==> src/rtl/game_fsm_ctrl_pkg.sv <==
//------------------------------------------------------------------------------
// Module   : game_pkg
// Purpose  : Shared definitions for the brick-breaker game-flow controller:
//            game status codes, the FSM state type and a width helper.
// Ports    : none (package)
// Revision : 1.0 - initial release
//------------------------------------------------------------------------------
`default_nettype none

package game_pkg;

  localparam int GS_W = 3;

  localparam logic [GS_W-1:0] GS_IDLE        = 3'd0;
  localparam logic [GS_W-1:0] GS_SERVE       = 3'd1;
  localparam logic [GS_W-1:0] GS_PLAY        = 3'd2;
  localparam logic [GS_W-1:0] GS_PAUSE       = 3'd3;
  localparam logic [GS_W-1:0] GS_LEVEL_CLEAR = 3'd4;
  localparam logic [GS_W-1:0] GS_GAME_OVER   = 3'd5;
  localparam logic [GS_W-1:0] GS_WIN         = 3'd6;

  typedef enum logic [GS_W-1:0] {
    ST_IDLE        = GS_IDLE,
    ST_SERVE       = GS_SERVE,
    ST_PLAY        = GS_PLAY,
    ST_PAUSE       = GS_PAUSE,
    ST_LEVEL_CLEAR = GS_LEVEL_CLEAR,
    ST_GAME_OVER   = GS_GAME_OVER,
    ST_WIN         = GS_WIN
  } state_t;

  // max(1, $clog2(n)): a counter for a single level still needs one bit.
  function automatic int clog2_min1(input int n);
    return (n <= 2) ? 1 : $clog2(n);
  endfunction

endpackage

`default_nettype wire

==> src/rtl/game_fsm_ctrl_if.sv <==
//------------------------------------------------------------------------------
// Module   : game_fsm_ctrl_if
// Purpose  : Bundles the game controller's event inputs and status outputs.
// Ports    : master - drives start_btn, pause_btn, frame_tick, strike_brick,
//                     fall_down; observes status outputs.
//            slave  - the controller side (inverse directions).
// Revision : 1.0 - initial release
//------------------------------------------------------------------------------
`default_nettype none

interface game_fsm_ctrl_if
  import game_pkg::*;
#(
  parameter int LIVES   = 3,
  parameter int LEVELS  = 2,
  parameter int BRICKS  = 4,
  parameter int SCORE_W = 16
) ();

  localparam int c_liv_w = $clog2(LIVES + 1);
  localparam int c_lvl_w = clog2_min1(LEVELS);
  localparam int c_brk_w = $clog2(BRICKS + 1);

  logic               start_btn;
  logic               pause_btn;
  logic               frame_tick;
  logic               strike_brick;
  logic               fall_down;
  logic [GS_W-1:0]    game_status;
  logic [c_liv_w-1:0] lives_left;
  logic [c_lvl_w-1:0] level;
  logic [c_brk_w-1:0] bricks_left;
  logic [SCORE_W-1:0] score;
  logic               ball_reset;
  logic               ball_en;

  modport master (
    output start_btn, pause_btn, frame_tick, strike_brick, fall_down,
    input  game_status, lives_left, level, bricks_left, score,
           ball_reset, ball_en
  );

  modport slave (
    input  start_btn, pause_btn, frame_tick, strike_brick, fall_down,
    output game_status, lives_left, level, bricks_left, score,
           ball_reset, ball_en
  );

endinterface

`default_nettype wire

==> src/rtl/game_fsm_ctrl_btn_edge.sv <==
//------------------------------------------------------------------------------
// Module   : btn_edge
// Purpose  : Single-bit rising-edge detector; a held button yields one event.
// Ports    : clk, rst_n (async active-low), btn (clk-synchronous level),
//            rise (combinational, high for the first cycle btn is high).
// Revision : 1.0 - initial release
//------------------------------------------------------------------------------
`default_nettype none

module btn_edge (
  input  logic clk,
  input  logic rst_n,
  input  logic btn,
  output logic rise
);

  logic r_prev;

  always_ff @(posedge clk or negedge rst_n) begin
    if (!rst_n) r_prev <= 1'b0;
    else        r_prev <= btn;
  end

  assign rise = btn & ~r_prev;

endmodule

`default_nettype wire

==> src/rtl/game_fsm_ctrl.sv <==
//------------------------------------------------------------------------------
// Module   : game_fsm_ctrl
// Purpose  : Brick-breaker game-flow controller: lives, levels, brick count,
//            saturating score, serve delay and button edge handling.
// Ports    : clk   - system clock
//            rst_n - asynchronous active-low reset
//            bus   - slave side of game_fsm_ctrl_if (button levels, frame
//                    tick, strike/fall pulses in; status, lives, level,
//                    bricks, score, ball_reset, ball_en out)
// Revision : 1.0 - initial release
//------------------------------------------------------------------------------
`default_nettype none

module game_fsm_ctrl
  import game_pkg::*;
#(
  parameter int LIVES        = 3,
  parameter int LEVELS       = 2,
  parameter int BRICKS       = 4,
  parameter int BRICK_PTS    = 10,
  parameter int SCORE_W      = 16,
  parameter int SERVE_FRAMES = 2
) (
  input logic            clk,
  input logic            rst_n,
  game_fsm_ctrl_if.slave bus
);

  localparam int c_liv_w = $clog2(LIVES + 1);
  localparam int c_lvl_w = clog2_min1(LEVELS);
  localparam int c_brk_w = $clog2(BRICKS + 1);
  localparam int c_cnt_w = $clog2(SERVE_FRAMES + 1);
  // Wide enough that the addition can never wrap, whatever BRICK_PTS is.
  localparam int c_sum_w = SCORE_W + 32;

  state_t             r_state,      w_state_nxt;
  logic [c_liv_w-1:0] r_lives,      w_lives_nxt;
  logic [c_lvl_w-1:0] r_level,      w_level_nxt;
  logic [c_brk_w-1:0] r_bricks,     w_bricks_nxt;
  logic [SCORE_W-1:0] r_score,      w_score_nxt;
  logic               r_ball_reset, w_ball_reset_nxt;
  logic [c_cnt_w-1:0] r_cnt,        w_cnt_nxt;

  logic               w_start_rise;
  logic               w_pause_rise;
  logic [c_sum_w-1:0] w_sum;
  logic [SCORE_W-1:0] w_score_inc;
  logic               w_frames_done;
  logic [c_cnt_w-1:0] w_cnt_step;
  logic               w_last_brick;

  btn_edge u_start_edge (
    .clk  (clk),
    .rst_n(rst_n),
    .btn  (bus.start_btn),
    .rise (w_start_rise)
  );

  btn_edge u_pause_edge (
    .clk  (clk),
    .rst_n(rst_n),
    .btn  (bus.pause_btn),
    .rise (w_pause_rise)
  );

  assign w_sum       = c_sum_w'(r_score) + c_sum_w'(BRICK_PTS);
  assign w_score_inc = (|w_sum[c_sum_w-1:SCORE_W]) ? {SCORE_W{1'b1}}
                                                   : w_sum[SCORE_W-1:0];

  // The counter holds ticks already seen, so this tick completes the delay.
  assign w_frames_done = bus.frame_tick && (r_cnt == c_cnt_w'(SERVE_FRAMES - 1));
  assign w_cnt_step    = bus.frame_tick ? r_cnt + c_cnt_w'(1) : r_cnt;
  assign w_last_brick  = bus.strike_brick && (r_bricks == c_brk_w'(1));

  always_ff @(posedge clk or negedge rst_n) begin
    if (!rst_n) begin
      r_state      <= ST_IDLE;
      r_lives      <= c_liv_w'(LIVES);
      r_level      <= '0;
      r_bricks     <= c_brk_w'(BRICKS);
      r_score      <= '0;
      r_ball_reset <= 1'b0;
      r_cnt        <= '0;
    end else begin
      r_state      <= w_state_nxt;
      r_lives      <= w_lives_nxt;
      r_level      <= w_level_nxt;
      r_bricks     <= w_bricks_nxt;
      r_score      <= w_score_nxt;
      r_ball_reset <= w_ball_reset_nxt;
      r_cnt        <= w_cnt_nxt;
    end
  end

  always_comb begin
    w_state_nxt      = r_state;
    w_lives_nxt      = r_lives;
    w_level_nxt      = r_level;
    w_bricks_nxt     = r_bricks;
    w_score_nxt      = r_score;
    w_ball_reset_nxt = 1'b0;
    w_cnt_nxt        = r_cnt;

    case (r_state)
      ST_IDLE: begin
        if (w_start_rise) begin
          w_lives_nxt      = c_liv_w'(LIVES);
          w_level_nxt      = '0;
          w_bricks_nxt     = c_brk_w'(BRICKS);
          w_score_nxt      = '0;
          w_ball_reset_nxt = 1'b1;
          w_state_nxt      = ST_SERVE;
        end
      end

      ST_SERVE: begin
        w_cnt_nxt = w_cnt_step;
        if (w_frames_done) w_state_nxt = ST_PLAY;
      end

      ST_PLAY: begin
        // Any strike is scored, even when a fall or pause wins the cycle.
        if (bus.strike_brick) begin
          w_score_nxt  = w_score_inc;
          w_bricks_nxt = r_bricks - c_brk_w'(1);
        end
        if (w_last_brick) begin
          w_state_nxt = (r_level == c_lvl_w'(LEVELS - 1)) ? ST_WIN : ST_LEVEL_CLEAR;
        end else if (bus.fall_down) begin
          w_lives_nxt = r_lives - c_liv_w'(1);
          if (r_lives == c_liv_w'(1)) begin
            w_state_nxt = ST_GAME_OVER;
          end else begin
            w_ball_reset_nxt = 1'b1;
            w_state_nxt      = ST_SERVE;
          end
        end else if (w_pause_rise) begin
          w_state_nxt = ST_PAUSE;
        end
      end

      ST_PAUSE: begin
        if (w_pause_rise) w_state_nxt = ST_PLAY;
      end

      ST_LEVEL_CLEAR: begin
        w_cnt_nxt = w_cnt_step;
        if (w_frames_done) begin
          w_level_nxt      = r_level + c_lvl_w'(1);
          w_bricks_nxt     = c_brk_w'(BRICKS);
          w_ball_reset_nxt = 1'b1;
          w_state_nxt      = ST_SERVE;
        end
      end

      ST_GAME_OVER, ST_WIN: begin
        if (w_start_rise) w_state_nxt = ST_IDLE;
      end

      default: w_state_nxt = ST_IDLE;
    endcase

    if (w_state_nxt != r_state) w_cnt_nxt = '0;
  end

  assign bus.game_status = r_state;
  assign bus.lives_left  = r_lives;
  assign bus.level       = r_level;
  assign bus.bricks_left = r_bricks;
  assign bus.score       = r_score;
  assign bus.ball_reset  = r_ball_reset;
  assign bus.ball_en     = (r_state == ST_PLAY);

endmodule

`default_nettype wire

==> src/flat_wrapper.sv <==
// flat-port wrapper written by rule: the top's interface ports become plain ports
module game_fsm_ctrl_flat import game_pkg::*;
#(
  parameter int LIVES        = 3,
  parameter int LEVELS       = 2,
  parameter int BRICKS       = 4,
  parameter int BRICK_PTS    = 10,
  parameter int SCORE_W      = 16,
  parameter int SERVE_FRAMES = 2
)
  (clk, rst_n, bus_start_btn, bus_pause_btn, bus_frame_tick, bus_strike_brick, bus_fall_down, bus_game_status, bus_lives_left, bus_level, bus_bricks_left, bus_score, bus_ball_reset, bus_ball_en);
  game_fsm_ctrl_if #(.LIVES(LIVES), .LEVELS(LEVELS), .BRICKS(BRICKS), .SCORE_W(SCORE_W)) bus_i ();
  input logic clk;
  input logic rst_n;
  input wire logic [$bits(bus_i.start_btn)-1:0] bus_start_btn;
  input wire logic [$bits(bus_i.pause_btn)-1:0] bus_pause_btn;
  input wire logic [$bits(bus_i.frame_tick)-1:0] bus_frame_tick;
  input wire logic [$bits(bus_i.strike_brick)-1:0] bus_strike_brick;
  input wire logic [$bits(bus_i.fall_down)-1:0] bus_fall_down;
  output wire logic [$bits(bus_i.game_status)-1:0] bus_game_status;
  output wire logic [$bits(bus_i.lives_left)-1:0] bus_lives_left;
  output wire logic [$bits(bus_i.level)-1:0] bus_level;
  output wire logic [$bits(bus_i.bricks_left)-1:0] bus_bricks_left;
  output wire logic [$bits(bus_i.score)-1:0] bus_score;
  output wire logic [$bits(bus_i.ball_reset)-1:0] bus_ball_reset;
  output wire logic [$bits(bus_i.ball_en)-1:0] bus_ball_en;
  assign bus_i.start_btn = bus_start_btn;
  assign bus_i.pause_btn = bus_pause_btn;
  assign bus_i.frame_tick = bus_frame_tick;
  assign bus_i.strike_brick = bus_strike_brick;
  assign bus_i.fall_down = bus_fall_down;
  assign bus_game_status = bus_i.game_status;
  assign bus_lives_left = bus_i.lives_left;
  assign bus_level = bus_i.level;
  assign bus_bricks_left = bus_i.bricks_left;
  assign bus_score = bus_i.score;
  assign bus_ball_reset = bus_i.ball_reset;
  assign bus_ball_en = bus_i.ball_en;
  game_fsm_ctrl #(.LIVES(LIVES), .LEVELS(LEVELS), .BRICKS(BRICKS), .BRICK_PTS(BRICK_PTS), .SCORE_W(SCORE_W), .SERVE_FRAMES(SERVE_FRAMES)) u_core (.clk(clk), .rst_n(rst_n), .bus(bus_i));
endmodule
==> config.mk <==
export PLATFORM = sky130hd
export DESIGN_NAME = game_fsm_ctrl_flat
export DESIGN_NICKNAME = d
export VERILOG_FILES = /design/src/rtl/game_fsm_ctrl_pkg.sv /design/src/rtl/game_fsm_ctrl_if.sv /design/src/rtl/game_fsm_ctrl_btn_edge.sv /design/src/rtl/game_fsm_ctrl.sv /design/src/flat_wrapper.sv
export SDC_FILE = /design/constraint.sdc
export NUM_CORES = 1
export LEC_CHECK = 0
export ABC_AREA = 1
export CAP_MARGIN = 10
export CORE_MARGIN = 2
export CORE_UTILIZATION = 40
export DETAILED_ROUTE_END_ITERATION = 12
export DONT_BUFFER_PORTS = 1
export SYNTH_ARGS = -nofsm -noshare
export SYNTH_HDL_FRONTEND = slang
export SYNTH_SLANG_ARGS = --single-unit
==> constraint.sdc <==
create_clock -name clk -period 1.2 [get_ports clk]
set_input_delay 0.18 -clock clk [delete_from_list [all_inputs] [get_ports clk]]
set_output_delay 0.18 -clock clk [all_outputs]
set_load 0.01 [all_outputs]
# After elaboration in Yosys (flattened, before gate mapping)
# Index checks and enable logic that the tools add are counted.
word_totals:
  ff_bits: 30
  input_bits: 7
  out_inout_bits: 27
  elab_cells: 84
op_classes:
  n_addsub: 5
  eq_ne: 15
  muxes: 35
  bitwise: 4
  n_reduce_logical: 16
op_table:
  columns: ["op", "n"]
  rows:
  - ["$mux W16", 3]
  - ["$mux W3", 12]
  - ["$pmux W16 S2", 1]
  - ["$reduce_or A32 Y1", 1]
  - ["$pmux W3 S6", 1]
  - ["$add A16 B4 Y17 const B", 1]
  - ["$mux W2", 7]
  - ["$eq A3 B3 Y1 const B", 3]
  - ["$pmux W3 S3", 1]
  - ["$ne A2 B2 Y1 const B", 4]
  - ["$reduce_and A4 Y1", 2]
  - ["$reduce_bool A2 Y1", 4]
  - ["$mux W1", 7]
  - ["$eq A3 B1 Y1 const B", 2]
  - ["$eq A3 B2 Y1 const B", 2]
  - ["$reduce_and A3 Y1", 2]
  - ["$eq A2 B1 Y1 const B", 2]
  - ["$pmux W2 S2", 1]
  - ["$reduce_or A2 Y1", 2]
  - ["$logic_not A3 Y1", 1]
  - ["$ne A3 B3 Y1", 1]
  - ["$pmux W1 S3", 1]
  - ["$reduce_bool A3 Y1", 1]
  - ["$sub A3 B1 Y3 const B", 1]
  - ["9 further kinds", 12]

# Logic depth before layout (Yosys ltp)
logic_depth:
  word_depth: 9
  depth_mapped: 11
  ltp_nobuf: 11

# Modules after synthesis
# A second synthesis with hierarchy kept.
unflattened:
  cells_unflattened: 250
  area_unflattened_um2: 2009.4
modules_own_cells:
  columns: ["mod", "n_inst", "cells_per_inst", "area_per_inst_um2", "seq_area_each_um2"]
  rows:
  - ["game_fsm_ctrl", 1, 244, 1939.4, 704.4]
  - ["btn_edge", 2, 3, 35.0, 25.0]

# Worst setup path after synthesis
# OpenSTA, ideal clock, no wires.
synth_path:
  path_kind: "register -> register"
  start: "register u_core.r_state[2] (netlist: u_core.bus.game_status[2])"
  end: "register u_core.r_score[8] (netlist: u_core.bus.score[8])"
  setup_ns: 0.065
  arrival_time_ns: 1.315
  required_ns: 1.135
  setup_slack_ns: -0.180
  stages_incl_launch_ff: 10
  n_path_buf: 2
  period_less_slack_ns: 1.380
  path_cell_list: "dfrtp_1 > buf_6 > nor2_4 > nand2_4 > o21ai_2 > nor2_4 > buf_6 > o21ai_0 > nand2_1 > nand2_1"
synth_between:
  elab_chain_cells: 3
  word_cells_on_any_way: 7
  classes_between: "eq/ne (3); mux (1); reduce/logical (3)"
synth_lines:
  columns: ["item", "line_no", "source"]
  rows:
  - ["start, declared", "game_fsm_ctrl.sv:36", "state_t r_state, w_state_nxt;"]
  - ["start signal, assigned", "game_fsm_ctrl.sv:85", "r_state <= w_state_nxt;"]
  - ["$eq A3 B2 Y1 / $logic_not A3 Y1 (equally long branches)", "game_fsm_ctrl.sv:104", "case (r_state)"]
  - ["$ne A2 B2 Y1 (no source line) / $reduce_bool A2 Y1 (equally long branches)", null, null]
  - ["$reduce_and A3 Y1 (no source line)", null, null]
  - ["end signal, assigned", "game_fsm_ctrl.sv:89", "r_score <= w_score_nxt;"]
  - ["end, declared", "game_fsm_ctrl.sv:40", "logic [SCORE_W-1:0] r_score, w_score_nxt;"]
# Parallel ways exist; a longest one is shown, timed or not.
# A chain may end at the register's enable or synchronous reset.

# Worst setup path in the final report
layout_path:
  start: "register u_core.r_state[0] (netlist: u_core.bus.game_status[0])"
  end: "register u_core.r_score[5] (netlist: u_core.bus.score[5])"
# The elaborated chain is that of the path after synthesis.

==> flow_metrics.env <==
export IMPL_status="finished, violations left"
export IMPL_violations="negative setup slack"
export IMPL_total_power_uw=6770
export IMPL_critPathBufInv=3
export IMPL_maxCapViolations=0
export IMPL_cts_tree="done"
export IMPL_cp_max_fo=7
export IMPL_first_iter_violations=136
export IMPL_multi_input_area_um2=1310
export IMPL_finalSetupViolations=33
export IMPL_routed_via_density=5.14
export IMPL_hp_class="in2reg"
export IMPL_drt_first_pass_iters=4
export IMPL_drt_wl_total_mm=6.33
export IMPL_vias=2185
export IMPL_slew_viol_final=0
export IMPL_fin_crit_sh_pct=119
export IMPL_reg2reg_from="u_core.bus.game_status[0]"
export IMPL_max_stage_delay_ns=0.42
export IMPL_synth_largest_area_cell="dfrtp_1"
export IMPL_r2r_cells=8
export IMPL_grt_max_degree=31
export IMPL_hold_ws_ns=0.0709
export IMPL_design_area_um2=3310
export IMPL_ys_types=28
export IMPL_clock_path_buffers=2
export IMPL_synth_ff_type="dfrtp_1"
export IMPL_power_leakage_uw=0.00165
export IMPL_synth_edf_count=0
export IMPL_root_buffer="clkbuf_8"
export IMPL_dieArea_um2=5250
export IMPL_wl_per_cell_um=14.9
export IMPL_grt_pass1_wl_mm=9.38
export IMPL_critPathSlowestCell="dfrtp_1"
export IMPL_stdcell_count=425
export IMPL_postSynth_asyncResetShare_pct=100
export IMPL_hold_viol=0
export IMPL_finalNetCount=384
export IMPL_crit_path_start="u_core.bus.game_status[0]"
export IMPL_track_usage_pct=23.1
export IMPL_path_class="reg2reg"
export IMPL_place_congestion=0.863
export IMPL_io_pins=34
export IMPL_synth_common_cells="nand2_1, inv_1, o21ai_0"
export IMPL_critical_path_required_ns=1.42
export IMPL_yosysWarnings=0
export IMPL_finClkSkew_ns=0.0101
export IMPL_core_um2=4440
export IMPL_numCtsBuffers=5
export IMPL_dp_cells=385
export IMPL_netlist_instances=266
export IMPL_areaGrowthSynthToFinish_pct=76.7
export IMPL_row_count=24
export IMPL_globalRoute_totalOverflow=0
export IMPL_crit_path_frequent_cell="nor2_4"
export IMPL_drive_gt1_share_pct=52.5
export IMPL_cp_start_kind="flip-flop"
export IMPL_timing_final_crit_period_ns=1.42
export IMPL_syn_mean_instance_area_um2=7.05
export IMPL_ys_seq_elements=30
export IMPL_max_clock_freq_mhz=703
export IMPL_setup_tns_ns=-4.70
export IMPL_tightest_slew_ns=0.328
export IMPL_vdd_drop_max_uv=1210
export IMPL_antenna_found_initial=0
export IMPL_ys_seq_area_share_pct=40.2
export IMPL_cp_depth=8
export IMPL_crit_end="u_core.bus.score[5]"
export IMPL_die_w_um=72.5
export IMPL_slew_headroom_pct=78.0
export IMPL_die_h_um=72.5
export IMPL_powerDensity_nw_per_um2=2040
export IMPL_syn_num_nets=278
export IMPL_setup_slack_ns=-0.222
export IMPL_ant_nets=0
export IMPL_rsz0062_at_grt="yes"
export IMPL_synth_most_common_cell="nand2_1"
export IMPL_r2r_slack_ns=-0.22
export IMPL_drc=0
export IMPL_n_fill_cell=323
export IMPL_antennaDiodeCount=0
export IMPL_path_cells="nor2_4 -> buf_6 -> nand3_4 -> o21ai_4 -> nor2_4 -> buf_12 -> buf_8 -> o21ai_2"
export IMPL_end_kind="flip-flop"
export IMPL_start_util_pct=42.2
export IMPL_htreeDepth=2
export IMPL_synth_top_area_share_pct=36.0
export IMPL_syn_cell_area_um2=1880
export IMPL_cts_sinks=30
export IMPL_clk_pin_slew_worst_paths_ns=0.07
export IMPL_place_area_um2=2480
export IMPL_synthTopCellsByArea="dfrtp_1, nand2_1, o21ai_0"
export IMPL_crit_arrival_ns=1.64
export IMPL_grt_pass1_vias=2112
export IMPL_clock_latency_ns=0.30
export IMPL_io_buffers=0
export IMPL_r2r_end="u_core.bus.score[5]"
export IMPL_hpwl_mm=3.73
export IMPL_regArea_um2=756
export IMPL_cp_top_family="buffers and inverters"
flip-flops by register name, indices dropped and copies added, names as in the netlist:
name and cells:
u_core.bus.bricks_left 3, u_core.bus.ball_reset 1, u_core.r_cnt 2, u_core.bus.lives_left 2, u_core.bus.game_status 3, u_core.u_start_edge.r_prev 1, u_core.u_pause_edge.r_prev 1, u_core.bus.level 1
u_core.bus.score 16
cell families (layout without fill, tap and decap cells):
logic type               Yosys count  in the layout  synth area share (%)
flip-flops                        30             30                  40.2
AND/OR/NAND/NOR                  150            150                  34.6
adder cells (fa/ha/maj)            5              5                  3.34
AO/OA/AOI/OAI                     37             37                  10.6
XOR/XNOR                           4              4                  1.87
multiplexers                       1              1                 0.600
buffers and inverters             39            146                  8.81
routing by layer:
metal / GRT usage, % / routed length, µm / vias up
met5: 0 / 0 / -
met4: 7.61 / 174 / 0
met3: 6.25 / 345 / 22
met2: 42.0 / 3410 / 66
met1: 25.9 / 2400 / 1029
li1: - / - / 1068
cells in the final DEF, fill, tap and decap left out, drive strengths merged:
| master | n |
|---|---|
| clkinv | 1 |
| dfrtp | 27 |
| o211ai | 1 |
| a31oi | 1 |
| nand3 | 25 |
| o22ai | 1 |
| nand2 | 84 |
| nor3 | 2 |
| inv | 36 |
| xor2 | 3 |
| clkbuf | 8 |
| dfstp | 3 |
| o21ai | 30 |
| a21boi | 1 |
| a21oi | 2 |
| nand4 | 4 |
| o21a | 1 |
| nor2 | 34 |
| xnor2 | 1 |
| nand3b | 1 |
| buf | 98 |
| mux2 | 1 |
| ha | 5 |
| dlygate4sd3 | 3 |
per-stage QoR:
step,setup slack (ns),utilization (%)
finish,-0.222,74.6
global route,-0.321,74.6
CTS,-0.173,66.0
detailed placement,-0.239,55.7
global placement,-0.197,55.7
floorplan,-0.151,-
power breakdown:
group	total, µW	internal, µW	switching (µW)
clock	892	463	429
combinational	4350	2190	2160
sequential	1530	1280	243
total	6770	3940	2830
timing repair:
action / in CTS / in global routing
endpoints found under the setup margin: 30 / 34
setup buffers: 16 / 14
gates resized for setup: 69 / 84
gates cloned: 0 / 1
hold endpoints to repair: 32 / 0
hold buffers: 4 / 0
pin swaps: 20 / 42
layout make-up:
cell class / instances / area share, %
multi-input combinational: 197 / 39.5
clock buffer: 7 / 2.60
sequential: 30 / 22.8
tap: 52 / 1.96
timing repair buffer: 102 / 28.4
clock inverter: 1 / 0.151
inverter: 36 / 4.53
worst min path at each step:
stage / startpoint / end / slack [ns] / cells after the start
finish: bus_fall_down / u_core.bus.ball_reset / 0.07 / 2
global route: bus_fall_down / u_core.bus.ball_reset / 0.06 / 2
CTS: bus_fall_down / u_core.bus.ball_reset / 0.1 / 2
detailed placement: rst_n / u_core.bus.score[4] / -0.11 / 0
global placement: rst_n / u_core.bus.score[4] / -0.11 / 0
floorplan: rst_n / u_core.bus.ball_reset / -0.12 / 0
(Power assumes the default switching activity.)
